**src/rtl/pipe_field_controller.sv**
```systemverilog
// Pipe ring scroller: init layout, tick-driven X scroll, recycle behind rearmost pipe, random gap Y fill, scoring.
// All outputs registered (1-cycle); oRandReq holds while any pipe lacks a Y, one Y captured per req&valid cycle.
module pipe_field_controller #(
   parameter int NUM_PIPES = 3,
   parameter int COORD_W   = 12,
   parameter int SCREEN_W  = 640,
   parameter int PIPE_W    = 52,
   parameter int PIPE_DIST = 275,
   parameter int Y_MIN     = 80,
   parameter int Y_RANGE   = 200,
   parameter int BIRD_X    = 100,
   parameter int TICK_DIV  = 50000,
   parameter int SCORE_W   = 16,
   parameter int RAND_W    = 32
) (
   input  logic                           iClock,
   input  logic                           iResetN,
   input  logic [1:0]                     iState,
   input  logic [3:0]                     iSpeed,
   input  logic [RAND_W-1:0]              iRandom,
   input  logic                           iRandValid,
   output logic                           oRandReq,
   output logic [NUM_PIPES*COORD_W-1:0]   oPipeX,
   output logic [NUM_PIPES*COORD_W-1:0]   oPipeY,
   output logic [NUM_PIPES-1:0]           oPipeValid,
   output logic [SCORE_W-1:0]             oScore,
   output logic                           oScorePulse
);
   localparam int TICK_W = $clog2(TICK_DIV);
   localparam int CNT_W  = $clog2(NUM_PIPES + 1);

   typedef enum logic [1:0] {S_IDLE, S_RUN, S_PAUSE, S_OVER} state_t;
   typedef logic signed [COORD_W-1:0] coord_t;
   typedef logic signed [COORD_W:0]   wide_t;

   state_t               state_q, state_d;
   coord_t               x_q [NUM_PIPES];
   coord_t               x_d [NUM_PIPES];
   coord_t               y_q [NUM_PIPES];
   coord_t               y_d [NUM_PIPES];
   logic [NUM_PIPES-1:0] vld_q, vld_d;
   logic [SCORE_W-1:0]   score_q, score_d;
   logic                 pulse_q, pulse_d;
   logic [TICK_W-1:0]    tick_q, tick_d;

   coord_t               spd, rand_y;
   logic [RAND_W-1:0]    rand_mod;
   logic [CNT_W-1:0]     cross_cnt;
   logic [SCORE_W:0]     score_sum;
   logic                 hs_done, rec_done;

   function automatic coord_t init_x(input int i);
      return coord_t'(SCREEN_W + i * PIPE_DIST);
   endfunction

   assign oRandReq = (state_q == S_RUN) && !(&vld_q);

   always_ff @(posedge iClock) begin
      if (!iResetN) begin
         state_q <= S_IDLE;
         for (int i = 0; i < NUM_PIPES; i++) begin
            x_q[i] <= init_x(i);
            y_q[i] <= '1;
         end
         vld_q   <= '0;
         score_q <= '0;
         pulse_q <= 1'b0;
         tick_q  <= '0;
      end else begin
         state_q <= state_d;
         x_q     <= x_d;
         y_q     <= y_d;
         vld_q   <= vld_d;
         score_q <= score_d;
         pulse_q <= pulse_d;
         tick_q  <= tick_d;
      end
   end

   always_comb begin
      state_d   = state_q;
      x_d       = x_q;
      y_d       = y_q;
      vld_d     = vld_q;
      score_d   = score_q;
      pulse_d   = 1'b0;
      tick_d    = tick_q;
      spd       = coord_t'(iSpeed);
      rand_mod  = iRandom % RAND_W'(Y_RANGE);
      rand_y    = coord_t'(Y_MIN) + coord_t'(rand_mod);
      cross_cnt = '0;
      score_sum = '0;
      hs_done   = 1'b0;
      rec_done  = 1'b0;

      case (state_q)
         S_IDLE:  if (iState == 2'd1) state_d = S_RUN;
         S_RUN:   if (iState == 2'd2) state_d = S_PAUSE;
                  else if (iState == 2'd3) state_d = S_OVER;
         S_PAUSE: if (iState == 2'd1) state_d = S_RUN;
                  else if (iState == 2'd3) state_d = S_OVER;
         default: ;
      endcase

      if (iState == 2'd0) begin
         state_d = S_IDLE;
         for (int i = 0; i < NUM_PIPES; i++) begin
            x_d[i] = init_x(i);
            y_d[i] = '1;
         end
         vld_d   = '0;
         score_d = '0;
         tick_d  = '0;
      end else if (state_q == S_RUN) begin
         if (iRandValid) begin
            for (int i = 0; i < NUM_PIPES; i++) begin
               if (!hs_done && !vld_q[i]) begin
                  y_d[i]   = rand_y;
                  vld_d[i] = 1'b1;
                  hs_done  = 1'b1;
               end
            end
         end
         if (tick_q == TICK_W'(TICK_DIV - 1)) begin
            tick_d = '0;
            for (int i = 0; i < NUM_PIPES; i++) begin
               x_d[i] = x_q[i] - spd;
               if (vld_q[i] && (wide_t'(x_q[i]) + wide_t'(PIPE_W) >= wide_t'(BIRD_X))
                            && (wide_t'(x_d[i]) + wide_t'(PIPE_W) <  wide_t'(BIRD_X)))
                  cross_cnt = cross_cnt + 1'b1;
            end
            if (cross_cnt != '0) begin
               pulse_d   = 1'b1;
               score_sum = {1'b0, score_q} + (SCORE_W + 1)'(cross_cnt);
               score_d   = score_sum[SCORE_W] ? {SCORE_W{1'b1}} : score_sum[SCORE_W-1:0];
            end
         end else begin
            tick_d = tick_q + 1'b1;
            // Recycled pipe lands one spacing behind its ring predecessor, which is the rearmost pipe.
            for (int i = 0; i < NUM_PIPES; i++) begin
               if (!rec_done && (wide_t'(x_q[i]) < -wide_t'(PIPE_W))) begin
                  x_d[i]   = x_q[(i == 0) ? NUM_PIPES - 1 : i - 1] + coord_t'(PIPE_DIST);
                  y_d[i]   = '1;
                  vld_d[i] = 1'b0;
                  rec_done = 1'b1;
               end
            end
         end
      end
   end

   for (genvar g = 0; g < NUM_PIPES; g++) begin : g_out
      assign oPipeX[g*COORD_W +: COORD_W] = x_q[g];
      assign oPipeY[g*COORD_W +: COORD_W] = y_q[g];
   end
   assign oPipeValid  = vld_q;
   assign oScore      = score_q;
   assign oScorePulse = pulse_q;

endmodule

```
**config.mk**
```make
export PLATFORM = sky130hd
export DESIGN_NAME = pipe_field_controller
export DESIGN_NICKNAME = d
export VERILOG_FILES = /design/src/rtl/pipe_field_controller.sv
export SDC_FILE = /design/constraint.sdc
export NUM_CORES = 1
export LEC_CHECK = 0
export BUFFER_PORTS_ARGS = -buffer_cell sky130_fd_sc_hd__buf_2
export CELL_PAD_IN_SITES_DETAIL_PLACEMENT = 1
export CELL_PAD_IN_SITES_GLOBAL_PLACEMENT = 1
export CORE_UTILIZATION = 45
export DETAILED_ROUTE_END_ITERATION = 12
export PLACE_DENSITY_LB_ADDON = 0.1
export SYNTH_ARGS = -nofsm -noshare
export SYNTH_HDL_FRONTEND = slang
export SYNTH_SLANG_ARGS = --single-unit
```
**constraint.sdc**
```tcl
create_clock -name iClock -period 19.8 [get_ports iClock]
set_clock_uncertainty 0.15 [all_clocks]
set_input_delay 0.99 -clock iClock [delete_from_list [all_inputs] [get_ports iClock]]
set_output_delay 0.99 -clock iClock [all_outputs]
set_load 0.02 [all_outputs]
```
# After elaboration in Yosys (flattened, before gate mapping)
# Cells that the tools add are included.
# Widths: inputs -> output; s select.
[totals]
word_cells = 136
regBits = 110
output_inout_bits = 93
in_bits = 41
[op_classes]
n_mux = 55
eq_ne = 7
add_sub_neg = 17
reduce_logical = 33
n_bitwise = 3
n_div = 1
n_lt_le_gt_ge = 9
[ops]
columns = ["operator", "count"]
rows = [
  ["$mux 12", 9],
  ["$mux 36", 3],
  ["$add 12x7->13 const B", 6],
  ["$ge 13x8->1 const B", 3],
  ["$lt 13x8->1 const B", 3],
  ["$add 12x10->12 const B", 3],
  ["$lt 12x7->1 const B", 3],
  ["$sub 12x5->12", 3],
  ["$mod 32x8->32 const B", 1],
  ["$mux 16", 2],
  ["$mux 2", 15],
  ["$mux 1", 23],
  ["$add 16x2->17", 1],
  ["$add 16x1->16 const B", 1],
  ["$eq 16x16->1 const B", 1],
  ["$add 8x12->12 const A", 1],
  ["$logic_and 1x1->1", 11],
  ["$reduce_and 2->1", 4],
  ["$reduce_bool 2->1", 4],
  ["$logic_not 1->1", 7],
  ["$eq 2x2->1 const B", 3],
  ["$mux 3", 2],
  ["$pmux 2 s3", 1],
  ["$reduce_and 3->1", 2],
  ["8 further kinds", 13],
]

# Longest topological paths before layout
# Gate-level depths: netlist of run 1.
[logic_depth]
depth_word = 20
depth_mapped = 69
mapped_depth_nobuf = 60

# Worst setup path before layout of run 1
# No wires, ideal clock.
[synth_timing]
path_type = "input -> register"
from = "input port iRandom[29]"
to = "register y_q (netlist bit oPipeY[8])"
t_arrival_ps = 15471
required_ps = 19518
setup_ps = 132
path_slack_ps = 4048
stages = 63
path_buffers = 3
path_cell_list = "buf_2 or3b_1 o21ai_1 a211o_1 a22oi_1 o32ai_2 mux2_2 o31a_1 a211oi_1 a211oi_1 o31a_1 o21ai_2 a31oi_1 a211oi_4 and3b_1 clkbuf_1 or2_2 a311o_1 [... 27 more ...] a31oi_4 xnor2_1 a2111oi_4 a2bb2oi_1 o21a_1 nor2_1 or4_1 and4_1 buf_2 nor3_2 nor2_1 o22ai_1 a32oi_1 ha_1 nand2_1 nor3_1 a221oi_2 a21oi_1"
[synth_via]
elab_chain_cells = 6
[synth_lines]
columns = ["item", "line_no", "text"]
rows = [
  ["start, declared", "20", "input logic [RAND_W-1:0] iRandom,"],
  ["$mod 32x8->32 *", "89", "rand_mod = iRandom % RAND_W'(Y_RANGE);"],
  ["$add 8x12->12 *", "90", "rand_y = coord_t'(Y_MIN) + coord_t'(rand_mod);"],
  ["$mux 12 *", "117", "if (!hs_done && !vld_q[i]) begin"],
  ["$mux 36 *", "115", "if (iRandValid) begin"],
  ["$mux 12", "141", "if (!rec_done && (wide_t'(x_q[i]) < -wide_t'(PIPE_W))) begin"],
  ["$mux 36 *", "124", "if (tick_q == TICK_W'(TICK_DIV - 1)) begin"],
  ["end signal, assigned", "72", "y_q <= y_d;"],
  ["end, declared", "39", "coord_t y_q [NUM_PIPES];"],
]
# Every way passes the cells marked *; elsewhere a longest branch is shown, timed or not.
# A chain may end at the register's enable or synchronous reset.

# Worst setup path in the final report of run 1
[layout_timing]
from = "input port iRandom[30]"
to = "register y_q (netlist bit oPipeY[8])"
# Same word-level chain as after synthesis.

==> results.ini, run 1 <==
[clock_tree]
post-cts-setup-buffers = 0
h-tree-depth = 3
ctsHoldBuffers = 0
clk_latency_ps = 360
clkSlewWorstSetupHoldPaths_ps = 80
cts_tree = yes
root_buffer = clkbuf_16
cts_buffers = 9
clock-sinks = 110
cts_buffer_depth = 2

[place]
globalplace.congestion = 0.9005
hpwlAfterDp_um = 33180
pre_cts_ws_ps = 842.8
placed_area_um2 = 14130
port_buffers = 133

[setup_path]
critPathBufInv = 3
endpoint_kind = flop
critPathArrivalTime_ps = 18390
cp_slowest_cell = a211oi_1
critPathLaunchType = input port
required_ps = 19880
path_class = input port to flop
cp_top_family = compound AO/OA/AOI/OAI gates
crit_top_cell = nor2_1
critical_path.max_stage_delay_ps = 630
cp_max_fo = 20

[synth]
synth_warnings = 0
yosysTopAreaCellShare_pct = 16.54
syn_inst = 1835
synth-seq-cells = 110
seq_area_frac_synth_pct = 16.54
synth_cell_types = 130
synthTopCellsByArea = dfxtp_1, nand2_1, nor2_1, a21oi_1, xnor2_1
post-synth-top-area-cell = dfxtp_1
synth.cell_area_um2 = 13320
synth.avg_cell_area_um2 = 7.258
postSynth.asyncResetShare_pct = 0
syn-num-nets = 1917
synth_edf_count = 0
yosys_most_used_dff = dfxtp_1

[die]
core_area_um2 = 28940
rows = 62
die_w_um = 174.0
io_pins = 134
die-area_um2 = 30290
start_util_pct = 46.03
die-height_um = 174.0

[route]
wl_per_cell_um = 19.01
dr.pass1.iters = 5
vias_per_cell = 6.310
ant_nets = 0
finalWirelength_um = 43350
vias = 14390
drtIter0Drc = 765
drc_errors = 0

[finish]
final_area_um2 = 14450
fin_util_pct = 49.95
diodes = 0
drive_above_1_share_pct = 13.98
fin_nets = 1973
area_growth_syn_to_layout_pct = 8.521

[timing]
slew_violations = 0
finalHoldViolCount = 0
fmax_ghz = 0.05463
fin_tns_setup_ps = 0
worst_slack_ps = 1496
setup_viol_count_final = 0
post-route-period-util_pct = 92.44
grt_setup_unrepaired = no
period_minus_slack_ps = 18300
relSlewSlack_pct = 24.08
tightest_slew_ps = 1131

[run]
max_cap_violations = 0

[grt]
overflow = 0
first_global_vias = 14170
grt_pass1_wl_um = 72000
antenna_found_initial = 0
grt_usage_pct = 27.95
grt_max_degree = 57

[worst_hold_path]
hp-class = flop to flop

[run_status]
status = finished, final reports clean

## registers in the layout (all words and copies together) (netlist names)
register / count
oPipeValid: 3
oPipeX: 36
oPipeY: 36
oScore: 16
oScorePulse: 1
state_q: 2
tick_q: 16
## through the flow
| step | hold WS (ps) | instances |
|---|---|---|
| floorplan | 334.7 | 1835 |
| global placement | 278.0 | 2264 |
| detailed placement | 281.5 | 2264 |
| CTS | 293.1 | 2280 |
| global route | 308.2 | 2280 |
| finish | 290.1 | 2280 |
## worst register-to-register path: stages (launching register included)
cell and delay (ps):
dfxtp_1 420, ha_1 250, nor2b_1 120, o21ai_0 170, nand2b_1 110, a211o_1 320, xor2_1 610, nand3b_1 190
o21ai_0 90, a21oi_1 180, a31oi_1 60, a2111oi_0 460, a21oi_1 70, o21ai_0 240, o2111a_1 280, inv_1 70
ha_1 200, nand2_1 60, o21ai_0 110, a21oi_1 430, nand2_1 160, nor2_1 220, nand2_1 170, nor2_1 300
nand3_1 420, a21oi_1 260
## metal layers
metal / wire length (µm) / up-vias / global-route usage (%)
li1: - / 6978 / -
met1: 20560 / 7148 / 37.01
met2: 21270 / 227 / 49.87
met3: 1089 / 33 / 2.143
met4: 427 / 0 / 4.715
met5: 0 / - / 0
## cell type report
| cell class | count | area (µm²) |
|---|---|---|
| inverter | 82 | 307.8 |
| timing repair buffer | 138 | 703.2 |
| sequential | 110 | 2202 |
| tap | 384 | 480.5 |
| fill | 3789 | 14480 |
| multi-input combinational | 1550 | 10450 |
| clock buffer | 10 | 229.0 |
| clock inverter | 6 | 78.83 |
## cells in the mapped netlist, types with 11 or more instances
| library cell | number |
|---|---|
| o211a_1 | 11 |
| inv_1 | 77 |
| xnor2_1 | 61 |
| nor2b_1 | 15 |
| o21a_1 | 19 |
| buf_2 | 14 |
| o21ai_0 | 66 |
| xor2_1 | 41 |
| o21ai_1 | 24 |
| or3_1 | 28 |
| o22ai_1 | 18 |
| and2_1 | 16 |
| nand3_1 | 56 |
| a311oi_1 | 11 |
| mux2i_1 | 28 |
| ha_1 | 37 |
| clkbuf_1 | 70 |
| nand4_1 | 17 |
| nor3_1 | 67 |
| o211ai_1 | 31 |
| a31oi_1 | 25 |
| or2_1 | 11 |
| o31ai_1 | 16 |
| a21oi_1 | 140 |
| dfxtp_1 | 110 |
| a211o_1 | 17 |
| a211oi_1 | 40 |
| nor2_1 | 190 |
| nand2b_1 | 25 |
| a21o_1 | 23 |
| nand2_1 | 199 |
| and3_1 | 26 |
## final timing paths
path | slack (ps) | depth (start not counted) | to | start
min reg2reg | 290 | 2 | oPipeY[11]$_SDFFE_PP1P_ | oPipeY[11]$_SDFFE_PP1P_
max | 1500 | 62 | oPipeY[8]$_SDFFE_PP1P_ | iRandom[30]
max reg2reg | 13620 | 25 | oScore[13]$_SDFFE_PP0P_ | oPipeX[1]$_SDFFE_PP0P_
min | 290 | 2 | oPipeY[11]$_SDFFE_PP1P_ | oPipeY[11]$_SDFFE_PP1P_
## cell usage in the layout (no fill, tap or decap), types with 15 or more instances in the layout
master / instances
nand3_1: 56
o21ai_1: 24
ha_1: 37
a211o_1: 17
buf_2: 133
nand2b_1: 25
o22ai_1: 18
a31oi_1: 25
and2_1: 16
nor3_1: 67
and3_1: 25
xor2_1: 41
or3_1: 28
o21ai_0: 65
o211ai_1: 31
mux2i_1: 28
a21oi_1: 140
nor2_1: 190
o31ai_1: 16
dfxtp_1: 110
a211oi_1: 40
xnor2_1: 61
inv_1: 77
nand4_1: 17
nand2_1: 199
a21o_1: 23
nor2b_1: 15
o21a_1: 19
## repair_timing
| action | CTS | global route |
|---|---|---|
| hold endpoints to repair | 0 | 0 |
| gates resized for setup | 0 | 2 |
| setup endpoints to repair | 0 | 9 |
## kinds of logic after synthesis
| kind of cell | after synthesis | share of synthesized area (%) |
|---|---|---|
| AO/OA/AOI/OAI | 635 | 36.55 |
| XOR/XNOR | 107 | 7.319 |
| adder cells (fa/ha/maj) | 42 | 4.153 |
| buffers and inverters | 175 | 5.177 |
| flip-flops | 110 | 16.54 |
| multiplexers | 44 | 3.692 |
| AND/OR/NAND/NOR | 722 | 26.58 |
Power of run 1 is not shown: default switching activity piles up to over one toggle a cycle in this logic, so the estimate is an artifact.
==> inputs of run 2 (changes only) <==
--- a/config.mk
+++ b/config.mk
@@ -11,6 +11,7 @@
 export CORE_UTILIZATION = 45
 export DETAILED_ROUTE_END_ITERATION = 12
 export PLACE_DENSITY_LB_ADDON = 0.1
+export RECOVER_POWER = 100
 export SYNTH_ARGS = -nofsm -noshare
 export SYNTH_HDL_FRONTEND = slang
 export SYNTH_SLANG_ARGS = --single-unit
==> run 2 against run 1 <==
The run now ends with capacitance limit, slew limit left. Worst setup slack got worse by 12 ps. Register-to-register slack barely moved. Critical path type unchanged. First-iteration DRC count down 0.78%. Critical path depth stayed put. Non-clock buffer count did not move. Wire length about the same. Sequential share of layout area up 0.14 points. Die area unchanged. Final area shrank 0.88%. Global-route usage stayed put. Utilization is 0.44 points lower.
==> results.ini, run 2 (synthesis results as in run 1) <==
[finish]
diodes = 0  ; unchanged
fin_nets = 1973  ; unchanged
drive_above_1_share_pct = 8.808  ; -5.2 points
final_common_cell = nand2_1
final_cell_mix = nand2_1, nor2_1, a21oi_1, dfxtp_1, clkbuf_1
regArea_um2 = 2202  ; unchanged
area_growth_syn_to_layout_pct = 7.563
multiInputGateArea_um2 = 10450  ; about the same
fill_cells = 3820  ; +0.82%

[route]
drc_errors = 0  ; unchanged
vias_per_cell = 6.300  ; -0.15%
drtIter0Drc = 759  ; -0.78%
finalWirelength_um = 43360  ; about the same
ant_nets = 0  ; unchanged
vias = 14360  ; -0.15%
wl_per_cell_um = 19.02  ; about the same
dr.pass1.iters = 5  ; unchanged

[place]
port_buffers = 133  ; unchanged
globalplace.congestion = 0.9005  ; unchanged
hpwlAfterDp_um = 33180  ; unchanged

[timing]
grt_setup_unrepaired = no
relSlewSlack_pct = -42.04  ; -66 points
tightest_slew_ps = 2131  ; +999.3 ps
slew_violations = 74  ; +74
setup_viol_count_final = 0  ; unchanged
fmax_ghz = 0.05460  ; about the same
post-route-period-util_pct = 92.50  ; about the same
fin_tns_setup_ps = 0  ; unchanged
period_minus_slack_ps = 18320  ; +12.04 ps
finalHoldViolCount = 0  ; unchanged

[clock_tree]
clkSlewWorstSetupHoldPaths_ps = 80  ; about the same
cts_buffers = 9  ; unchanged
root_buffer = clkbuf_16
ctsHoldBuffers = 0  ; unchanged
cts_tree = yes
clk_latency_ps = 360  ; about the same
cts_buffer_depth = 2  ; unchanged
clock-sinks = 110  ; unchanged
post-cts-setup-buffers = 0  ; unchanged
cts_resized = 0  ; unchanged
h-tree-depth = 3  ; unchanged

[setup_path]
critPathArrivalTime_ps = 18400  ; about the same
cp_max_fo = 20  ; unchanged
cp_slowest_cell = o31ai_1
critPathLaunchType = input port
crit_top_cell = nand2_1
critical_path.max_stage_delay_ps = 630  ; about the same
cp_top_family = compound AO/OA/AOI/OAI gates
required_ps = 19880  ; about the same
critPathBufInv = 3  ; unchanged
path_class = input port to flop
endpoint_kind = flop

[grt]
grt_usage_pct = 27.95  ; unchanged
grt_max_degree = 57  ; unchanged
first_global_vias = 14170  ; unchanged
overflow = 0  ; unchanged
grt_pass1_wl_um = 72000  ; unchanged
antenna_found_initial = 0  ; unchanged

[die]
die_w_um = 174.0  ; unchanged
io_pins = 134  ; unchanged
core_area_um2 = 28940  ; unchanged
die-height_um = 174.0  ; unchanged
rows = 62  ; unchanged
start_util_pct = 46.03  ; unchanged
die-area_um2 = 30290  ; unchanged

[run_status]
violations = capacitance limit, slew limit
status = finished, violations left

[run]
max_cap_violations = 2  ; +2

[worst_hold_path]
hp-class = flop to flop

run 2: area by class of cell:
cell class | count | area share [%]
clock buffer | 10 | 1.598
multi-input combinational | 1550 | 72.95
sequential | 110 | 15.37
clock inverter | 6 | 0.5503
inverter | 82 | 2.149
timing repair buffer | 138 | 4.027
tap | 384 | 3.354
run 2: final timing paths:
path | startpoint | endpoint | slack, ps | cells past startpoint
min reg2reg | oPipeY[11]$_SDFFE_PP1P_ | oPipeY[11]$_SDFFE_PP1P_ | 290 | 2
max | iRandom[30] | oPipeY[8]$_SDFFE_PP1P_ | 1480 | 62
max reg2reg | oPipeX[1]$_SDFFE_PP0P_ | oScore[13]$_SDFFE_PP0P_ | 13630 | 25
min | oPipeY[11]$_SDFFE_PP1P_ | oPipeY[11]$_SDFFE_PP1P_ | 290 | 2
run 2: per-stage QoR:
stage	worst slack (ps)	std cells	instance area [µm²]	util, %	hold WS [ps]
floorplan	4048	1835	13320	-	334.7
global placement	1575	2264	14130	48.84	278.0
detailed placement	842.8	2264	14130	48.84	281.5
CTS	1234	2280	14440	49.90	293.1
global route	64.18	2280	14330	49.51	309.4
finish	1484	2280	14330	49.51	293.5
run 2: metal layers:
layer | GRT usage (%) | wire length (µm)
met5 | 0 | 0
met4 | 4.715 | 391
met3 | 2.143 | 1102
met2 | 49.87 | 21390
met1 | 37.01 | 20480
run 2: worst min-delay path, stage by stage (launching register included):
cell     delay, ps
dfxtp_1        310
nand2_1         50
nand2_1         40
Power of run 2 is left out for the same reason.
